==> src/rtl/mem_access_pkg.sv <==
// mem_access_pkg: load/store funct3 codes, stage states and the alignment rule.
package mem_access_pkg;
  localparam logic [2:0] F3_B  = 3'b000;
  localparam logic [2:0] F3_H  = 3'b001;
  localparam logic [2:0] F3_W  = 3'b010;
  localparam logic [2:0] F3_BU = 3'b100;
  localparam logic [2:0] F3_HU = 3'b101;

  typedef enum logic {MEM_IDLE = 1'b0, MEM_BUSY = 1'b1} state_e;

  // Unsupported funct3 codes fall through to "not aligned" so they are dropped.
  function automatic logic aligned(input logic [2:0] f3, input logic [1:0] a);
    return (f3 == F3_B) || (f3 == F3_BU) ||
           (((f3 == F3_H) || (f3 == F3_HU)) && !a[0]) ||
           ((f3 == F3_W) && (a == 2'b00));
  endfunction
endpackage

==> src/rtl/mem_access_load_ext.sv <==
// load_ext: selects the addressed lane of a read word and sign/zero-extends it.
module load_ext
  import mem_access_pkg::*;
(
  input  logic [31:0] rdata,
  input  logic [1:0]  addr,
  input  logic [2:0]  funct3,
  output logic [31:0] data
);
  logic [7:0]  b;
  logic [15:0] h;
  assign b = rdata[{addr, 3'b000} +: 8];
  assign h = addr[1] ? rdata[31:16] : rdata[15:0];
  always_comb
    data = (funct3 == F3_B)  ? {{24{b[7]}}, b} :
           (funct3 == F3_BU) ? {24'b0, b} :
           (funct3 == F3_H)  ? {{16{h[15]}}, h} :
           (funct3 == F3_HU) ? {16'b0, h} : rdata;
endmodule

==> src/rtl/mem_access.sv <==
// mem_access: memory stage with single-outstanding req/ack bus, ack timeout and load alignment.
module mem_access
  import mem_access_pkg::*;
#(
  parameter int ACK_TIMEOUT = 255
) (
  input  logic        clk,
  input  logic        rst,
  input  logic        valid_i,
  input  logic        wmem_en_i,
  input  logic        rmem_en_i,
  input  logic [31:0] mem_addr_i,
  input  logic [2:0]  funct3_i,
  input  logic        wreg_en_i,
  input  logic [4:0]  wreg_addr_i,
  input  logic [31:0] wreg_data_i,
  output logic        stall_o,
  output logic        bus_req_o,
  output logic        bus_we_o,
  output logic [31:0] bus_addr_o,
  output logic [3:0]  bus_wstrb_o,
  output logic [31:0] bus_wdata_o,
  input  logic        bus_ack_i,
  input  logic [31:0] bus_rdata_i,
  output logic        wb_valid_o,
  output logic        wreg_en_o,
  output logic [4:0]  wreg_addr_o,
  output logic [31:0] wreg_data_o,
  output logic        misalign_o,
  output logic        bus_err_o
);
  state_e      state, state_n;
  logic [7:0]  cnt;
  logic [2:0]  f3_q;
  logic [1:0]  off_q;
  logic        wen_q;
  logic [4:0]  wa_q;
  logic        mem_en, ok, idle_in, accept, ack, tout;
  logic [3:0]  strb;
  logic [31:0] wdat, ext;

  assign mem_en  = wmem_en_i | rmem_en_i;
  assign ok      = aligned(funct3_i, mem_addr_i[1:0]);
  assign idle_in = (state == MEM_IDLE) && valid_i;
  assign accept  = idle_in && mem_en && ok;
  assign ack     = (state == MEM_BUSY) && bus_ack_i;
  // An ack arriving in the last allowed cycle wins over the timeout.
  assign tout    = (state == MEM_BUSY) && !bus_ack_i && (cnt == 8'(ACK_TIMEOUT - 1));
  assign strb    = (funct3_i[1:0] == 2'b00) ? 4'b0001 << mem_addr_i[1:0] :
                   (funct3_i[1:0] == 2'b01) ? 4'b0011 << mem_addr_i[1:0] : 4'b1111;
  assign wdat    = (funct3_i[1:0] == 2'b00) ? {4{wreg_data_i[7:0]}} :
                   (funct3_i[1:0] == 2'b01) ? {2{wreg_data_i[15:0]}} : wreg_data_i;

  load_ext u_ext (.rdata(bus_rdata_i), .addr(off_q), .funct3(f3_q), .data(ext));

  always_ff @(posedge clk)
    state <= rst ? MEM_IDLE : state_n;

  always_comb
    state_n = accept ? MEM_BUSY : (ack || tout) ? MEM_IDLE : state;

  always_comb begin
    stall_o   = accept || ((state == MEM_BUSY) && !bus_ack_i && !tout);
    bus_req_o = state == MEM_BUSY;
  end

  always_ff @(posedge clk) begin
    if (rst) begin
      cnt <= '0; f3_q <= '0; off_q <= '0; wen_q <= 1'b0; wa_q <= '0;
      bus_we_o <= 1'b0; bus_addr_o <= '0; bus_wstrb_o <= '0; bus_wdata_o <= '0;
      wb_valid_o <= 1'b0; wreg_en_o <= 1'b0; wreg_addr_o <= '0; wreg_data_o <= '0;
      misalign_o <= 1'b0; bus_err_o <= 1'b0;
    end else begin
      wb_valid_o <= 1'b0;
      misalign_o <= 1'b0;
      bus_err_o  <= 1'b0;
      if (idle_in && !accept) begin
        wb_valid_o  <= 1'b1;
        misalign_o  <= mem_en;
        wreg_en_o   <= wreg_en_i && !mem_en;
        wreg_addr_o <= wreg_addr_i;
        wreg_data_o <= wreg_data_i;
      end else if (accept) begin
        cnt         <= '0;
        f3_q        <= funct3_i;
        off_q       <= mem_addr_i[1:0];
        wen_q       <= wreg_en_i && !wmem_en_i;
        wa_q        <= wreg_addr_i;
        bus_we_o    <= wmem_en_i;
        bus_addr_o  <= {mem_addr_i[31:2], 2'b00};
        bus_wstrb_o <= wmem_en_i ? strb : 4'b0000;
        bus_wdata_o <= wmem_en_i ? wdat : 32'b0;
      end else if (ack || tout) begin
        wb_valid_o  <= 1'b1;
        bus_err_o   <= tout;
        wreg_en_o   <= ack && wen_q;
        wreg_addr_o <= wa_q;
        wreg_data_o <= (ack && !bus_we_o) ? ext : 32'b0;
      end else if (state == MEM_BUSY) begin
        cnt <= cnt + 8'd1;
      end
    end
  end
endmodule
==> config.mk <==
export PLATFORM = sky130hd
export DESIGN_NAME = mem_access
export DESIGN_NICKNAME = d
export VERILOG_FILES = /design/src/rtl/mem_access_pkg.sv /design/src/rtl/mem_access_load_ext.sv /design/src/rtl/mem_access.sv
export SDC_FILE = /design/constraint.sdc
export NUM_CORES = 1
export LEC_CHECK = 0
export CAP_MARGIN = 0
export CORE_UTILIZATION = 45
export DETAILED_ROUTE_END_ITERATION = 7
export HOLD_SLACK_MARGIN = 0.02
export PLACE_DENSITY_LB_ADDON = 0.2
export RECOVER_POWER = 100
export SLEW_MARGIN = 20
export SYNTH_ARGS = -nofsm -noshare
export SYNTH_HDL_FRONTEND = slang
export SYNTH_SLANG_ARGS = --single-unit
==> constraint.sdc <==
create_clock -name clk -period 2.8 [get_ports clk]
set_input_delay 0.7 -clock clk [delete_from_list [all_inputs] [get_ports clk]]
set_output_delay 0.7 -clock clk [all_outputs]
set_load 0.005 [all_outputs]
# Yosys cells after proc, flatten, opt, wreduce, memory -nomap -nowiden
# Cells that the tools add are included.
classes:
  shift: 3
  n_eq_ne: 11
  n_reduce_logical: 39
  n_bitwise: 4
  n_addsub: 1
  mux: 29
ops:
  columns: ["cell", "count"]
  rows:
  - ["$mux W32", 11]
  - ["$shiftx A32 B6 Y8", 1]
  - ["$mux W8", 3]
  - ["$mux W16", 1]
  - ["$mux W5", 3]
  - ["$logic_and A1 B1 Y1", 14]
  - ["$eq A3 B3 Y1 const B", 4]
  - ["$mux W4", 3]
  - ["$add A8 B1 Y8 const B", 1]
  - ["$eq A8 B8 Y1 const B", 1]
  - ["$mux W1", 8]
  - ["$logic_not A1 Y1", 7]
  - ["$eq A3 B1 Y1 const B", 2]
  - ["$logic_not A3 Y1", 2]
  - ["$logic_or A1 B1 Y1", 6]
  - ["$reduce_bool A2 Y1", 3]
  - ["$logic_not A2 Y1", 2]
  - ["$reduce_and A2 Y1", 2]
  - ["$reduce_or A4 Y1", 1]
  - ["$shl A1 B2 Y4 const A", 1]
  - ["$shl A2 B2 Y4 const A", 1]
  - ["$eq A3 B2 Y1 const B", 1]
  - ["$not A1 Y1", 3]
  - ["$reduce_and A3 Y1", 1]
  - ["5 further kinds", 5]
word_totals:
  output_inout_bits: 112
  register_bits: 128
  word_cells: 103
  inputBits: 111

# Depth between registers and ports, before layout
# Gate-level depths: netlist (run 1).
logic_depth:
  ltp_word: 10
  depth_mapped: 9
  ltp_nobuf: 7

# Modules after synthesis
# From an unflattened synthesis (run 1), not the netlist that was laid out.
unflattened:
  hier_cells: 786
  hier_area_um2: 6711.4
by_module_without_submodules:
  columns: ["mod", "cells_each", "instances", "seq_area_each_um2", "area_each_um2"]
  rows:
  - ["mem_access", 659, 1, 2562.5, 5780.5]
  - ["load_ext", 127, 1, 0.0, 930.9]

# Worst setup path after synthesis (run 1)
# OpenSTA, ideal clock, no wires.
synth_path:
  path_kind: "input-to-output"
  startpoint: "input port mem_addr_i[0]"
  endpoint: "output port stall_o"
  path_buffers: 1
  setup_slack_ns: 0.299
  t_arrival_ns: 1.801
  required_ns: 2.100
  path_stages: 6
  path_cell_list: "inv_1 -> ha_1 -> nor3b_2 -> o211a_1 -> buf_2 -> or2_2"
synth_via:
  elab_chain_cells: 6
  word_cells_on_any_way: 8
  cone_classes: "reduce/logical: 8"
synth_rtl:
  columns: ["element", "line_no", "rtl"]
  rows:
  - ["start: declaration", "mem_access.sv:12", "input logic [31:0] mem_addr_i,"]
  - ["$logic_not A1 Y1", "mem_access_pkg.sv:14", "(((f3 == F3_H) || (f3 == F3_HU)) && !a[0]) ||"]
  - ["$logic_and A1 B1 Y1", "mem_access_pkg.sv:14", null]
  - ["$logic_or A1 B1 Y1", "mem_access_pkg.sv:13", "return (f3 == F3_B) || (f3 == F3_BU) ||"]
  - ["$logic_or A1 B1 Y1 *", "mem_access_pkg.sv:14", null]
  - ["$logic_and A1 B1 Y1 *", "mem_access.sv:45", "assign accept = idle_in && mem_en && ok;"]
  - ["$logic_or A1 B1 Y1 *", "mem_access.sv:63", "stall_o = accept || ((state == MEM_BUSY) && !bus_ack_i && !tout);"]
  - ["end: declaration", "mem_access.sv:17", "output logic stall_o,"]
# Mark *: on every way between the ends. The rest lies on a longest branch, timed or not.

# Worst setup path in the final report (run 1)
# Ends and elaborated chain as after synthesis.

==> results of run 1 <==
-- cells in the final DEF, fill, tap and decap left out, types with 8 or more instances in the layout --
cell	instances
dlygate4sd3_1	108
clkbuf_16	17
a211oi_2	14
a21oi_1	70
mux2_2	9
a211oi_1	14
nand3_1	9
mux2i_1	25
dfxtp_1	128
nor2b_1	14
o21ai_0	40
clkdlybuf4s50_1	106
a221oi_1	11
nor2_1	67
buf_4	31
nor3_1	9
a22o_1	8
nand2_1	128
a22oi_1	19
-- layout make-up --
| type | count | area, um^2 | share of cell area |
|---|---|---|---|
| sequential | 128 | 2560 | 0.285 |
| multi-input combinational | 519 | 3100 | 0.345 |
| timing repair buffer | 256 | 2530 | 0.281 |
| clock inverter | 9 | 82.6 | 0.00920 |
| inverter | 5 | 18.8 | 0.00209 |
| tap | 172 | 215 | 0.0240 |
| clock buffer | 23 | 478 | 0.0532 |
-- metal layers --
layer	track usage	vias up
li1	-	2950
met5	0	-
met2	0.488	309
met1	0.339	2947
met4	0.147	0
met3	0.0911	61
-- state kept, by name (all words and copies together), names as in the netlist --
name         cells
bus_addr_o      30
bus_err_o        1
bus_req_o        1
bus_wdata_o     32
bus_we_o         1
bus_wstrb_o      4
cnt              8
f3_q             3
misalign_o       1
off_q            2
wa_q             5
wb_valid_o       1
wen_q            1
wreg_addr_o      5
wreg_data_o     32
wreg_en_o        1
-- cells by family (layout without fill, tap and decap cells) --
group / after synthesis / after routing
flops: 128 / 128
compound gates: 215 / 215
other cells: 1 / 2
mux: 34 / 34
xor+xnor: 7 / 7
buf+inv: 62 / 293
fa+ha+maj: 6 / 6
simple gates: 255 / 255
-- worst register-to-register path: stages, from the launching register on --
cell and delay (ns):
dfxtp_1 0.74, buf_4 0.34, mux2_2 0.36, a222oi_1 0.27
a2bb2oi_1 0.31, a211oi_2 0.11
-- worst max-delay path by stage --
| stage | endpoint | slack [ns] | from | cells after the start |
|---|---|---|---|---|
| 5_1_grt | stall_o | 0.04 | mem_addr_i[0] | 7 |
| 4_1_cts | stall_o | 0.04 | mem_addr_i[0] | 7 |
| 2_1_floorplan | stall_o | 0.30 | mem_addr_i[0] | 6 |
| 3_5_place_dp | stall_o | -0.59 | mem_addr_i[0] | 7 |
| 3_3_place_gp | stall_o | -0.55 | mem_addr_i[0] | 7 |
| 6_report | stall_o | 0.07 | mem_addr_i[0] | 7 |
-- per-stage QoR --
step / setup WS, ns / hold WS (ns) / std cells
floorplan: 0.299 / 0.432 / 709
finish: 0.0729 / 0.435 / 1112
global placement: -0.545 / 0.432 / 1078
CTS: 0.0417 / 0.446 / 1111
detailed placement: -0.594 / 0.438 / 1078
global route: 0.0399 / 0.456 / 1112
-- repair_timing --
action	4_1_cts	5_1_grt
gates cloned	0	0
setup endpoints to repair	1	1
resized for setup	12	2
setup buffers	1	1
pin swaps	1	1
-- power groups by stage --
stage	sequential [uW]	combinational, uW	clock [uW]
after floorplan	2010	391	0
after global placement	2020	871	0
after detailed placement	2020	888	0
after CTS	1980	896	2140
after global routing	1990	939	2210
final	1980	869	2110
-- synthesized netlist by cell type, drive strengths merged (2+ instances only) --
| master | count | area share |
|---|---|---|
| nand2 | 129 | 0.082 |
| dfxtp | 128 | 0.43 |
| a21oi | 72 | 0.062 |
| nor2 | 68 | 0.043 |
| o21ai | 40 | 0.034 |
| clkbuf | 31 | 0.020 |
| a211oi | 28 | 0.047 |
| buf | 26 | 0.028 |
| mux2i | 25 | 0.042 |
| a22oi | 19 | 0.024 |
| nor2b | 15 | 0.016 |
| a221oi | 11 | 0.016 |
| mux2 | 9 | 0.017 |
| nand3 | 9 | 0.0076 |
| nor3 | 9 | 0.0076 |
| a22o | 8 | 0.012 |
| ha | 6 | 0.013 |
| o22ai | 6 | 0.0063 |
| xor2 | 6 | 0.0088 |
| a31oi | 5 | 0.0078 |
| inv | 5 | 0.0032 |
| nand2b | 5 | 0.0053 |
| or2 | 5 | 0.0053 |
| o2111ai | 4 | 0.0059 |
| o221ai | 4 | 0.0059 |
| a2bb2oi | 3 | 0.0044 |
| and3 | 3 | 0.0032 |
| a222oi | 2 | 0.0034 |
| a311oi | 2 | 0.0050 |
| and2 | 2 | 0.0021 |
| and4 | 2 | 0.0029 |
| nand3b | 2 | 0.0025 |
| nor3b | 2 | 0.0042 |
| nor4 | 2 | 0.0021 |
| o211ai | 2 | 0.0048 |
| o31ai | 2 | 0.0025 |
==> reports/summary.log, run 1 <==
[grt] Congestion Overflow GR 0
[sta] Setup violations, final 0
[clock_tree] number of buffers between clock root and the deepest sink 2
[layout] total of fill cells in the finished design 996
[floorplan] core region area 0.0128 mm^2
[clock_tree] worst skew pair latency 0.42 ns
[power] Switching Fraction 0.261
[sta] number of hold violations in the final report 0
[floorplan] Std-Cell Rows 41
[critical_path] reg2reg start off_q[1]
[sta] post-route fraction of the period consumed by the critical path 0.974
[layout] layout overhead on the synthesized area 50.8%
[min_path] Worst Hold Path EP bus_wstrb_o[0]
[sta] final sum of negative setup slack 0 ns
[detailed_routing] Met2 Routed Length 9370 um
[layout] antenna cells 0
[status] status completed
[critical_path] worst-path fanout max 3
[synthesis] Synth Area in Compound Gates 0.251
[synthesis] flops & latches, synth 128
[layout] share of final-layout standard cells stronger than drive strength 1 0.114
[floorplan] Die H 117 um
[critical_path] worst setup slack for register-to-register paths 0.53 ns
[synthesis] portion of netlist area occupied by mux cells 0.0590
[clock_tree] clock tree from TritonCTS yes
[clock_tree] number of levels the H-tree was split into 4
[critical_path] data arrival time at the worst-slack endpoint 2.03 ns
[synthesis] dominant combinational cell family by area after synthesis compound AO/OA/AOI/OAI gates
[min_path] depth of the worst hold-timing path 2
[run] number of max-cap violations 0
[min_path] Hold/Removal Path Class flip-flop to flip-flop
[detailed_routing] detail-routed via count per cell 5.64
[synthesis] number of enable-type register cells in the synthesized netlist 0
[detailed_routing] routed metal-1 wire length 8000 um
[synthesis] Yosys cell types 55
[clock_tree] clk root buf clkbuf_16
[floorplan] number of top-level pins 223
[detailed_routing] post-route antenna net violation count 0
[critical_path] data required time of the critical path 2.10 ns
[grt] vias in the first global route 5,969
[clock_tree] total clock sinks 128
[clock_tree] clock-pin slew of the registers on the worst-case setup and hold paths 0.05 ns
[critical_path] list of cells traversed by the critical path clkdlybuf4s15_2 > inv_1 > ha_1 > nor3b_1 > o211a_1 > or2_2 > clkbuf_2
[power] Logic pwr share 0.176
[sta] slew at the pin closest to its max-slew limit 0.888 ns
[grt] global-route wire length before repair 30,200 um
[synthesis] share of synthesized flip-flops with an asynchronous set or reset 0
[critical_path] Crit Reg-Reg Endpoint wreg_data_o[2]
[layout] post-route cell area 0.00898 mm^2
[sta] RSZ-0062 raised after global routing false
[grt] GR Util All Layers 0.292
[layout] Final Net Count 1,044
[grt] maximum number of pins on one net before global-route repair 47
[detailed_routing] routed wire length on met3 1690 um
[synthesis] sequential-to-total area share from yosys stat 0.430
[layout] final core utilization 0.703
[sta] count of final max-slew check failures 0
[placed_design] routability cong. 0.879
[placed_design] post-detailed-placement half-perimeter wirelength 14,400 um
[sta] relative max-transition margin 0.406
[detailed_routing] initial drt markers 515
[power] switching pwr 1290 uW
[min_path] Min-Delay Startpoint bus_wstrb_o[0]
[detailed_routing] number of vias after detailed routing 6,267
[clock_tree] CTS hold repair buffers 0
[grt] initial antenna violation count 0
[synthesis] post-synthesis cell area 0.00596 mm^2
[critical_path] element type at the critical path end output port
[synthesis] mean instance size in the synthesized netlist 8.41 um^2
[floorplan] area enclosed by the die boundary 0.0137 mm^2
[critical_path] Crit Path Class input pin to output port
[synthesis] adder-cell area share of the yosys netlist 0.0126
[synthesis] Post-Synth Simple-Gate Area 0.186
[detailed_routing] top routing layer in use met4
[synthesis] cells after synthesis 708
[sta] Tmin final 2.73 ns
[detailed_routing] DRC violations left 0
[power] Leak 0.00364 uW
[power] portion of total power attributed to the clock network 0.425
[critical_path] number of buffers and inverters on the critical path 3
[critical_path] slowest CP cell or2_2
[synthesis] share of the synthesized netlist area taken by xor and xnor gates 0.0103
[sta] clk_skew 0.00907 ns
[critical_path] number of cells on the worst reg-to-reg path 5
[placed_design] # port buffers 220
[clock_tree] Num CTS Buffers 17
[critical_path] kind of start point of the critical path input pin
[critical_path] Top delay family on crit path simple AND/OR/NAND/NOR gates
[power] Power, Total 4950 uW
[power] Peak VDD IR 0.440 mV
[critical_path] largest stage delay on the critical path 0.31 ns
[sta] highest clock rate 0.367 GHz
[detailed_routing] Total Routed Length 19,800 um
[detailed_routing] post-detailed-route wirelength per cell 17.8 um
[power] share of total power in sequential cells 0.399
[placed_design] standard cell area after detailed placement 0.00841 mm^2
[power] Power per Cell Area 551 mW/mm^2
[synthesis] synthesis warning total 0
[floorplan] width of the die 117 um
[detailed_routing] First-pass DRT Iterations 5
[power] internal power contribution 3660 uW
[floorplan] Initial Util 0.466
[synthesis] most instantiated flip-flop cell in the synthesis netlist dfxtp_1
Note: power is estimated with default switching activity, not from simulation.
==> inputs of run 2 (changes only) <==
--- a/config.mk
+++ b/config.mk
@@ -15,3 +15,4 @@
 export SYNTH_ARGS = -nofsm -noshare
 export SYNTH_HDL_FRONTEND = slang
 export SYNTH_SLANG_ARGS = --single-unit
+export TNS_END_PERCENT = 1
==> results of run 2 <==
Final layout, timing and power as in run 1 (identical DEF).
==> inputs of run 3 (changes only) <==
--- a/config.mk
+++ b/config.mk
@@ -6,13 +6,15 @@
 export NUM_CORES = 1
 export LEC_CHECK = 0
 export CAP_MARGIN = 0
-export CORE_UTILIZATION = 45
+export CORE_UTILIZATION = 47
 export DETAILED_ROUTE_END_ITERATION = 7
+export GPL_ROUTABILITY_DRIVEN = 0
 export HOLD_SLACK_MARGIN = 0.02
 export PLACE_DENSITY_LB_ADDON = 0.2
 export RECOVER_POWER = 100
 export SLEW_MARGIN = 20
 export SYNTH_ARGS = -nofsm -noshare
 export SYNTH_HDL_FRONTEND = slang
+export SYNTH_HIERARCHICAL = 1
 export SYNTH_SLANG_ARGS = --single-unit
 export TNS_END_PERCENT = 1
==> run 3 against run 2 <==
  * The flow now finishes with violations (max-capacitance violations, max-slew violations)
  * Routed wire length grew 5.7%
  * Combinational power grew 12%
  * Largest cell class unchanged
  * Final cell count grew 6.9%
  * Maximum frequency grew 0.76%
  * Critical endpoint unchanged
  * Setup slack gained 0.021 ns
  * Sequential share of layout area shrank 1.5 points
  * Register-to-register slack is essentially flat
  * Design area grew 5.6%
==> reports/summary.log, run 3 <==
[status] status finished with violations [was completed]
[status] violations in the final reports max-capacitance violations, max-slew violations
[sta] Setup violations, final 0 [unchanged]
[detailed_routing] number of vias after detailed routing 6,694 [was 6,267]
[critical_path] Crit Path Class input pin to output port [unchanged]
[detailed_routing] routed metal-1 wire length 8390 um [was 8000 um]
[layout] Final Net Count 1,113 [was 1,044]
[synthesis] post-synthesis cell area 0.00671 mm^2 [was 0.00596 mm^2]
[synthesis] leading cell types by total area after synthesis dfxtp_1, a21oi_1, nand2_1 [was dfxtp_1, nand2_1, a21oi_1]
[critical_path] worst-path fanout max 2 [was 3]
[floorplan] Die H 121 um [was 117 um]
[synthesis] post-synth top area share 0.382 [was 0.430]
[power] internal power contribution 3920 uW [was 3660 uW]
[synthesis] most instantiated flip-flop cell in the synthesis netlist dfxtp_1 [unchanged]
[clock_tree] clk root buf clkbuf_16 [unchanged]
[floorplan] core region area 0.0139 mm^2 [was 0.0128 mm^2]
[synthesis] Yosys cell types 60 [was 55]
[layout] share of final-layout standard cells stronger than drive strength 1 0.101 [was 0.114]
[grt] initial antenna violation count 0 [unchanged]
[sta] Tmin final 2.71 ns [was 2.73 ns]
[power] switching pwr 1380 uW [was 1290 uW]
[clock_tree] clock-pin slew of the registers on the worst-case setup and hold paths 0.06 ns [was 0.05 ns]
[layout] total of fill cells in the finished design 1,237 [was 996]
[synthesis] library cell with the highest instance count after synthesis dfxtp_1
[floorplan] Std-Cell Rows 43 [was 41]
[synthesis] number of enable-type register cells in the synthesized netlist 0 [unchanged]
[clock_tree] number of levels the H-tree was split into 4 [unchanged]
[synthesis] mean instance size in the synthesized netlist 8.54 um^2 [was 8.41 um^2]
[detailed_routing] detail-routed via count per cell 5.63 [was 5.64]
[power] share of total power in sequential cells 0.376 [was 0.399]
[sta] highest clock rate 0.369 GHz [was 0.367 GHz]
[sta] RSZ-0062 raised after global routing false [unchanged]
[power] Leak 0.00406 uW [was 0.00364 uW]
[detailed_routing] routed wire length on met3 1630 um [was 1690 um]
[placed_design] worst slack at placement -0.406 ns [was -0.594 ns]
[min_path] Hold/Removal Path Class flip-flop to flip-flop [unchanged]
[power] Switching Fraction 0.260 [was 0.261]
[sta] count of final max-slew check failures 80 [was 0]
[critical_path] kind of start point of the critical path input pin [unchanged]
[synthesis] synthesis warning total 6 [was 0]
[sta] number of hold violations in the final report 0 [unchanged]
[detailed_routing] First-pass DRT Iterations 5 [unchanged]
[clock_tree] Num CTS Buffers 17 [unchanged]
[layout] largest registers bus_wdata_o (32), wreg_data_o (32), bus_addr_o (30) [unchanged]
[detailed_routing] post-route antenna net violation count 0 [unchanged]
[layout] layout overhead on the synthesized area 41.3% [was 50.8%]
[sta] worst-case setup margin in the final layout 0.0935 ns [was 0.0729 ns]
[critical_path] data arrival time at the worst-slack endpoint 2.01 ns [was 2.03 ns]
[sta] slew at the pin closest to its max-slew limit 1.73 ns [was 0.888 ns]
[power] Power per Cell Area 559 mW/mm^2 [was 551 mW/mm^2]
[clock_tree] number of buffers between clock root and the deepest sink 2 [unchanged]
[power] Peak VDD IR 0.441 mV [was 0.440 mV]
[clock_tree] worst skew pair latency 0.43 ns [was 0.42 ns]
[grt] Congestion Overflow GR 0 [unchanged]
[placed_design] # port buffers 220 [unchanged]
[synthesis] flops & latches, synth 128 [unchanged]
[critical_path] data required time of the critical path 2.10 ns [about the same]
[synthesis] sequential-to-total area share from yosys stat 0.382 [was 0.430]
[detailed_routing] Total Routed Length 20,900 um [was 19,800 um]
[synthesis] most used standard cells in the synthesized netlist dfxtp_1, nand2_1, a21oi_1, inv_1 [was dfxtp_1, nand2_1, a21oi_1, nor2_1, o21ai_0]
[grt] GR Util All Layers 0.289 [was 0.292]
[clock_tree] clock tree from TritonCTS yes [unchanged]
[floorplan] Initial Util 0.484 [was 0.466]
[placed_design] post-detailed-placement half-perimeter wirelength 14,900 um [was 14,400 um]
[placed_design] placed instance count 1,157 [was 1,078]
[floorplan] number of top-level pins 223 [unchanged]
[layout] commonest non-fill, non-tap cell in the layout dfxtp_1
[detailed_routing] Met2 Routed Length 9970 um [was 9370 um]
[power] portion of total power attributed to the clock network 0.441 [was 0.425]
[synthesis] largest area contributor in the synthesized netlist dfxtp_1 [unchanged]
[detailed_routing] post-detailed-route wirelength per cell 17.6 um [was 17.8 um]
[layout] multi-input combinational cell area 0.00333 mm^2 [was 0.00310 mm^2]
[run] number of max-cap violations 1 [was 0]
[layout] combined flip-flop and latch cell area 0.00256 mm^2 [unchanged]
[floorplan] width of the die 121 um [was 117 um]
[sta] clk_skew 0.00796 ns [was 0.00907 ns]
[sta] post-route fraction of the period consumed by the critical path 0.967 [was 0.974]
[grt] global-route wire length before repair 32,400 um [was 30,200 um]
[sta] relative max-transition margin -0.153 [was 0.406]
[detailed_routing] initial drt markers 535 [was 515]
[detailed_routing] DRC violations left 0 [unchanged]
[clock_tree] total clock sinks 128 [unchanged]
[critical_path] element type at the critical path end output port [unchanged]
[floorplan] area enclosed by the die boundary 0.0148 mm^2 [was 0.0137 mm^2]
[layout] Non-Filler Instances 1,189 [was 1,112]
[layout] top library cells by usage in the layout, fill and taps aside dfxtp_1, nand2_1, a21oi_1 [was nand2_1, dfxtp_1, dlygate4sd3_1]
[layout] antenna cells 0 [unchanged]
[power] Logic pwr share 0.183 [was 0.176]
[grt] vias in the first global route 6,288 [was 5,969]
[grt] maximum number of pins on one net before global-route repair 80 [was 47]
[synthesis] share of synthesized flip-flops with an asynchronous set or reset 0 [unchanged]
[sta] worst hold slack 0.447 ns [was 0.435 ns]
[synthesis] cells after synthesis 786 [was 708]
[clock_tree] CTS hold repair buffers 0 [unchanged]
[detailed_routing] top routing layer in use met4 [unchanged]
run 3: cell types whose count changed after synthesis, moves of 9 or more:
cell,before,now
o2bb2ai_1,0,13
nor2_1,67,22
nand3_2,0,10
a211oi_1,14,5
inv_1,5,70
a211oi_2,14,0
a22oi_1,19,0
a221oi_2,0,29
a22o_1,8,31
o21ai_0,40,21
a21oi_1,70,111
a221o_1,1,15
run 3: per-layer routing:
| metal | up-vias | GRT usage |
|---|---|---|
| li1 | 3237 | - |
| met3 | 68 | 0.0747 |
| met1 | 3072 | 0.348 |
| met5 | - | 0 |
| met2 | 317 | 0.466 |
| met4 | 0 | 0.164 |
run 3: repair_timing:
| item | in CTS | in global routing |
|---|---|---|
| buffers inserted | 0 | 0 |
| endpoints found under the setup margin | 1 | 0 |
| resized for setup | 6 | 0 |
run 3: cell type report:
type | instances | share of cell area
timing repair buffer | 262 | 0.262
sequential | 128 | 0.270
tap | 180 | 0.0237
inverter | 70 | 0.0277
clock buffer | 24 | 0.0519
clock inverter | 8 | 0.0133
multi-input combinational | 517 | 0.351
run 3: final timing paths:
check	start	to	slack [ns]	cells past startpoint
setup / recovery	mem_addr_i[1]	stall_o	0.09	8
hold / removal	bus_addr_o[11]	bus_addr_o[11]	0.45	2
setup reg to reg	bus_req_o	bus_wdata_o[16]	0.52	7
hold reg to reg	bus_addr_o[11]	bus_addr_o[11]	0.45	2
run 3: power groups by stage:
| stage | clock, uW | sequential (uW) | combinational (uW) |
|---|---|---|---|
| 2_1_floorplan | 0 | 2030 | 538 |
| 3_3_place_gp | 0 | 2030 | 1050 |
| 3_5_place_dp | 0 | 2030 | 1060 |
| 4_1_cts | 2360 | 2000 | 1060 |
| 5_1_grt | 2440 | 2010 | 1060 |
| 6_report | 2340 | 1990 | 973 |
run 3: cells by family (layout without fill, tap and decap cells):
logic type               count (synthesis)  count (layout)  synth area share
adder cells (fa/ha/maj)                  6               6            0.0112
AND/OR/NAND/NOR                        219             219             0.167
buffers and inverters                  142             364            0.0973
flip-flops                             128             128             0.382
multiplexers                            26              26            0.0421
other                                    1               2          0.000559
XOR/XNOR                                 2               2           0.00261
AO/OA/AOI/OAI                          262             262             0.297
run 3: metrics by stage:
stage	TNS [ns]	total power [uW]	area [um^2]	util
after floorplan	0	2560	6720	-
after global placement	-4.87	3080	9090	0.655
after detailed placement	-6.95	3100	9090	0.655
after CTS	0	5420	9710	0.700
after global routing	0	5500	9480	0.683
final	0	5300	9480	0.683
run 3: worst max-delay path, stage by stage:
cell and delay [ns]:
dlygate4sd2_1 0.22, inv_1 0.06, ha_1 0.20, nor3b_4 0.16, o221a_4 0.25, nor2_4 0.11
inv_1 0.05, dlygate4sd2_1 0.26
